[config.mk]
export PLATFORM = sky130hd
export DESIGN_NAME = kb_ascii_fifo
export DESIGN_NICKNAME = d
export VERILOG_FILES = /design/src/rtl/kb_pkg.sv /design/src/rtl/kb_scan2ascii.sv /design/src/rtl/kb_ascii_fifo.sv
export SDC_FILE = /design/constraint.sdc
export NUM_CORES = 1
export LEC_CHECK = 0
export ABC_AREA = 1
export BUFFER_PORTS_ARGS = -buffer_cell sky130_fd_sc_hd__buf_2
export CAP_MARGIN = 20
export CORE_ASPECT_RATIO = 2
export CORE_MARGIN = 2
export CORE_UTILIZATION = 40
export CTS_BUF_LIST = sky130_fd_sc_hd__clkbuf_16
export CTS_CLUSTER_SIZE = 8
export DETAILED_ROUTE_END_ITERATION = 6
export PLACE_DENSITY = 0.56
export RECOVER_POWER = 50
export SLEW_MARGIN = 10
export SYNTH_ARGS = -nofsm -noshare
export SYNTH_HDL_FRONTEND = slang
export SYNTH_SLANG_ARGS = --single-unit
[constraint.sdc]
create_clock -name clk -period 6 [get_ports clk]
set_clock_uncertainty 0.15 [all_clocks]
set_input_delay 1.2 -clock clk [delete_from_list [all_inputs] [get_ports clk]]
set_output_delay 1.2 -clock clk [all_outputs]
set_load 0.01 [all_outputs]
[src/rtl/kb_pkg.sv]
// Shared constants and types for the PS/2 scan-code to ASCII keyboard FIFO.
// Optional feature macro used by this slice: KB_CAPS_LOCK_EN.
package kb_pkg;

  localparam logic [7:0] SC_BREAK  = 8'hF0;
  localparam logic [7:0] SC_EXT    = 8'hE0;
  localparam logic [7:0] SC_LSHIFT = 8'h12;
  localparam logic [7:0] SC_RSHIFT = 8'h59;
  localparam logic [7:0] SC_CAPS   = 8'h58;

  localparam logic [6:0] ASCII_BS    = 7'h08;
  localparam logic [6:0] ASCII_TAB   = 7'h09;
  localparam logic [6:0] ASCII_LF    = 7'h0A;
  localparam logic [6:0] ASCII_ESC   = 7'h1B;
  localparam logic [6:0] ASCII_SPACE = 7'h20;

  typedef enum logic [1:0] {
    ST_IDLE,
    ST_BRK,
    ST_EXT,
    ST_EXT_BRK
  } dec_state_t;

endpackage

[src/rtl/kb_scan2ascii.sv]
// Combinational scan-code set 2 make-code to 7-bit ASCII table.
// Caps (driven only when KB_CAPS_LOCK_EN is defined upstream) affects letters only.
module kb_scan2ascii
  import kb_pkg::*;
(
  input  logic       shift,
  input  logic       caps,
  input  logic [7:0] code,
  output logic       valid,
  output logic [6:0] ascii
);

  logic [6:0] base;
  logic [6:0] alt;
  logic       is_letter;

  always_comb begin
    // NOTE: every output gets a default before the case so no latch is inferred.
    valid = 1'b1;
    base  = '0;
    alt   = '0;
    case (code)
      8'h1C: base = 7'h61;  8'h32: base = 7'h62;  8'h21: base = 7'h63;
      8'h23: base = 7'h64;  8'h24: base = 7'h65;  8'h2B: base = 7'h66;
      8'h34: base = 7'h67;  8'h33: base = 7'h68;  8'h43: base = 7'h69;
      8'h3B: base = 7'h6A;  8'h42: base = 7'h6B;  8'h4B: base = 7'h6C;
      8'h3A: base = 7'h6D;  8'h31: base = 7'h6E;  8'h44: base = 7'h6F;
      8'h4D: base = 7'h70;  8'h15: base = 7'h71;  8'h2D: base = 7'h72;
      8'h1B: base = 7'h73;  8'h2C: base = 7'h74;  8'h3C: base = 7'h75;
      8'h2A: base = 7'h76;  8'h1D: base = 7'h77;  8'h22: base = 7'h78;
      8'h35: base = 7'h79;  8'h1A: base = 7'h7A;
      // digits: unshifted digit in base, shifted symbol in alt
      8'h45: begin base = 7'h30; alt = 7'h29; end
      8'h16: begin base = 7'h31; alt = 7'h21; end
      8'h1E: begin base = 7'h32; alt = 7'h40; end
      8'h26: begin base = 7'h33; alt = 7'h23; end
      8'h25: begin base = 7'h34; alt = 7'h24; end
      8'h2E: begin base = 7'h35; alt = 7'h25; end
      8'h36: begin base = 7'h36; alt = 7'h5E; end
      8'h3D: begin base = 7'h37; alt = 7'h26; end
      8'h3E: begin base = 7'h38; alt = 7'h2A; end
      8'h46: begin base = 7'h39; alt = 7'h28; end
      8'h29: begin base = ASCII_SPACE; alt = ASCII_SPACE; end
      8'h5A: begin base = ASCII_LF;    alt = ASCII_LF;    end
      8'h66: begin base = ASCII_BS;    alt = ASCII_BS;    end
      8'h0D: begin base = ASCII_TAB;   alt = ASCII_TAB;   end
      8'h76: begin base = ASCII_ESC;   alt = ASCII_ESC;   end
      default: valid = 1'b0;
    endcase
  end

  // Letters occupy 'a'..'z'; everything else in the table lies below 'a'.
  assign is_letter = (base >= 7'h61) && (base <= 7'h7A);

  always_comb begin
    if (is_letter)
      ascii = (shift ^ caps) ? (base - 7'h20) : base;
    else
      ascii = shift ? alt : base;
  end

endmodule

[src/rtl/kb_ascii_fifo.sv]
// Keyboard front end: set-2 prefix decoder, shift/caps tracking and an ASCII FIFO
// with first-word-fall-through head. Caps lock support is enabled by KB_CAPS_LOCK_EN.
module kb_ascii_fifo
  import kb_pkg::*;
#(
  parameter int DEPTH = 16,
  parameter int AW    = 4
) (
  input  logic       clk,
  input  logic       rst_n,
  input  logic       scan_valid,
  input  logic [7:0] scan_code,
  input  logic       KB_read_en,
  input  logic       KB_clear,
  output logic       KB_status,
  output logic [6:0] KB_data,
  output logic       buf_full,
  output logic       overflow
);

  localparam logic [AW:0] FULL_CNT = (AW+1)'(DEPTH);

  dec_state_t  state;
  logic        shift_l;
  logic        shift_r;
  logic        caps;
  logic        xlat_valid;
  logic [6:0]  xlat_ascii;
  logic        push;
  logic        pop;
  logic        do_push;
  logic [6:0]  mem [DEPTH];
  logic [AW-1:0] wr_ptr;
  logic [AW-1:0] rd_ptr;
  logic [AW:0]   count;

  kb_scan2ascii u_xlat (
    .shift (shift_l | shift_r),
    .caps  (caps),
    .code  (scan_code),
    .valid (xlat_valid),
    .ascii (xlat_ascii)
  );

  // NOTE: sequential state uses non-blocking assignments so every register sees pre-edge values.
  always_ff @(posedge clk) begin
    if (!rst_n) begin
      state   <= ST_IDLE;
      shift_l <= 1'b0;
      shift_r <= 1'b0;
    end else if (scan_valid) begin
      case (state)
        ST_IDLE: begin
          if (scan_code == SC_BREAK)       state <= ST_BRK;
          else if (scan_code == SC_EXT)    state <= ST_EXT;
          else if (scan_code == SC_LSHIFT) shift_l <= 1'b1;
          else if (scan_code == SC_RSHIFT) shift_r <= 1'b1;
        end
        ST_BRK: begin
          state <= ST_IDLE;
          if (scan_code == SC_LSHIFT) shift_l <= 1'b0;
          if (scan_code == SC_RSHIFT) shift_r <= 1'b0;
        end
        ST_EXT:     state <= (scan_code == SC_BREAK) ? ST_EXT_BRK : ST_IDLE;
        default:    state <= ST_IDLE;
      endcase
    end
  end

`ifdef KB_CAPS_LOCK_EN
  always_ff @(posedge clk) begin
    if (!rst_n)
      caps <= 1'b0;
    else if (scan_valid && state == ST_IDLE && scan_code == SC_CAPS)
      caps <= ~caps;
  end
`else
  assign caps = 1'b0;
`endif

  // Only plain make codes in IDLE that the table maps produce a character.
  assign push = scan_valid && (state == ST_IDLE) &&
                (scan_code != SC_BREAK) && (scan_code != SC_EXT) && xlat_valid;
  assign pop     = KB_read_en && (count != '0);
  assign do_push = push && ((count != FULL_CNT) || pop);

  always_ff @(posedge clk) begin
    if (!rst_n) begin
      wr_ptr   <= '0;
      rd_ptr   <= '0;
      count    <= '0;
      overflow <= 1'b0;
    end else if (KB_clear) begin
      wr_ptr   <= '0;
      rd_ptr   <= '0;
      count    <= '0;
      overflow <= 1'b0;
    end else begin
      if (do_push) wr_ptr <= wr_ptr + 1'b1;
      if (pop)     rd_ptr <= rd_ptr + 1'b1;
      if (push && !do_push) overflow <= 1'b1;
      case ({do_push, pop})
        2'b10:   count <= count + 1'b1;
        2'b01:   count <= count - 1'b1;
        default: count <= count;
      endcase
    end
  end

  // NOTE: storage is not reset; count gates KB_data so stale entries are never visible.
  always_ff @(posedge clk) begin
    if (do_push && !KB_clear) mem[wr_ptr] <= xlat_ascii;
  end

  assign KB_status = (count != '0);
  assign buf_full  = (count == FULL_CNT);
  assign KB_data   = KB_status ? mem[rd_ptr] : '0;

endmodule

==> run metrics <==
status finished clean; Tot GR Track Use 20.75%; total grt overflow 0; post-route minimum period 4.274 ns; deepest clock path buffer count 2; routed wire length 17820 um; Final Max Slew Viols 0; area grow syn2layout 13.15%; endpoints failing hold 0; EDFF count, synth 112; peak fanout along the critical path 16; kind of critical path primary input to register; CP max stage cell nand2_1; min-delay worst type register to register; crit path capture type register; Min Hold Slack 0.3076 ns; Setup-failing EPs final 0; # IOs 23; critical-path cell list clkbuf_1 -> nor2_1 -> nand2_1 -> inv_1 -> nand2_2 -> nand2_1 -> nor3_1 -> nand3_1 -> nor2_1 -> nand2_1 -> ha_1 -> and3_2 -> nand3b_1 -> nand2_1 -> nand2_1 -> nand2_1; final worst setup slack 1.726 ns; P_int 1.661 mW; post-route DRC violation count 0; main area contributors after synthesis edfxtp_1 (50%), nor2_1 (8.8%), nand2_1 (6.6%); met2 usage 33.32%; asr flop ratio synth 0%; TritonCTS buffer count 17; top cell type's share of synthesized area 50.07%; CTS tree built; H-Tree Level Count 4; setup bufs post-CTS 0; area of the multi-input gates 2601 um2; switching share of power 26.03%; Synth Register Bits 134; syn nets 755; met1 usage 28.26%; Least-Margin Pin Slew 1.107 ns; Seq pwr share 45.5%; Total Power 2.246 mW; antenna violations before repair 0; R2R Path Start count[0]; largest area contributor in the netlist edfxtp_1; max cap viols 0; switching power 0.5847 mW; fin nets 783; top_reg_cell synth edfxtp_1; Starting Density 40.47%; total negative slack 0 ns; Worst path most repeated cell nand2_1; Mean Syn Cell Area 9.177 um2; CTS Sinks 134; core area 16600 um2; Crit path required time 5.86 ns; chip width 95.64 um; Clock Pin Slew Worst Setup and Hold Paths 0.07 ns; via count 5379; worst hold stages 2; PwrDens 295.5 nW/um2; Leakage Power 2.923 nW; layout cell share with drive strength beyond 1 11.64%; Cell variety after synth 34; critical path launch point type primary input; Max-slew headroom 25.91%; Syn. warnings 0; vias in the first global route 5087; Final period util 71.24%; Initial DRC Count 494; top-count cell post-synth nor2_1; Mapped Area 6718 um2; Mapped Cells 732; Max Fclk 0.2340 GHz; Die Y 187.3 um; combinational share of power 9.1%; DRT antenna net count 0; Vias/cell 5.489; post-synthesis sequential area ratio 56.62%; Critical Path AT 4.13 ns; DIE AREA 17910 um2; post-CTS sizing 0; FP Rows 67; n_diodes 0; hold wc startpoint shift_r; DRT Pass-1 Iters 6; most instantiated cells after synthesis nor2_1 (157), nand2_1 (119), edfxtp_1 (112); r2r endpoint count[4]; Filler cells 1626; slowest stage delay, CP 0.36 ns; port bufs 22; reg2reg setup slack 2.77 ns; Final Instance Area 7601 um2; fin util 45.79%; Worst Hold Endpoint shift_r; global placement routability congestion 0.9387; unrepaired setup endpoints after global routing false; largest net degree at the start of global routing 57; fin cells 980; first-pass GRT wire length 27720 um; clk root buf clkbuf_16; Register Area 3804 um2; Area after DPL 7051 um2; placed wire-length estimate 11700 um; met3 usage 3.505%; hold buffers post-CTS 0; worst skew pair latency 0.42 ns; grt peak-use layer met2; DP Worst Slack 1.671 ns; clock share of power 45.4%; R2R depth 16; VDD IR max 0.2119 mV; placed insts 946; wire per inst 18.19 um
layout make-up:
type	count	share of cell area (%)
clock buffer	17	5.597
clock inverter	15	2.041
inverter	51	2.519
multi-input combinational	526	34.22
sequential	134	50.04
tap	207	3.407
timing repair buffer	30	2.173
placed cells by master (no fill, tap or decap), types with 2 or more instances in the layout:
cell          n
a21oi_1      21
buf_2        18
buf_4         5
clkbuf_1      6
clkbuf_16    17
clkinvlp_4    4
dfxtp_1      22
edfxtp_1    112
ha_1          9
inv_1        48
inv_2         3
inv_6         7
inv_8         3
nand2_1     122
nand2_2       8
nand2_4       3
nand3_1      49
nand3_2       2
nand3b_1      2
nand4_1       8
nor2_1      157
nor2_2       10
nor2_4        6
nor3_1        7
nor3b_1       2
nor4_1        2
o21ai_0      80
o221ai_1     26
o22ai_1       2
xor2_1        2
routing by layer:
layer / share of wire (%) / wire [um]
met1: 44 / 7844
met2: 49 / 8763
met3: 5.2 / 930
met4: 1.6 / 284
met5: 0 / 0
power groups by stage:
stage | clock network (mW) | logic (mW) | registers [mW]
6_report | 1.02 | 0.204 | 1.02
5_1_grt | 1.07 | 0.229 | 1.02
4_1_cts | 1.03 | 0.206 | 1.02
3_5_place_dp | 0 | 0.205 | 1.04
3_3_place_gp | 0 | 0.204 | 1.04
2_1_floorplan | 0 | 0.136 | 1.04
worst max-delay path by stage:
stage                       startpoint    endpoint  slack, ns  cells after the start
after floorplan           scan_code[5]   mem[0][3]       2.54                     14
after global placement    scan_code[5]   mem[6][2]       1.76                     15
after detailed placement  scan_code[7]  mem[11][4]       1.67                     14
after CTS                     register  KB_data[3]       1.85                      7
after global routing      scan_code[1]   mem[8][2]       1.44                     14
final                     scan_code[1]  mem[10][2]       1.73                     16
registers in the layout, summed over array words and instances (netlist names), named ones only:
name      cells
mem         112
shift_l       1
overflow      1
count         5
shift_r       1
wr_ptr        4
state         2
rd_ptr        4
critical path, delay by kind of cell:
kind                       cells  cell delay, ns
buffers and inverters          2            0.38
and+or+nand+nor               13            2.30
adders and majority gates      1            0.23
cell families after synthesis:
family,synth area share (%)
buffers and inverters,4.060
AOI/OAI and AO/OA,11.62
xor gates and xnor gates,0.2608
adders and majority gates,1.974
and+or+nand+nor,25.46
DFF,56.62
(Power assumes the default switching activity.)
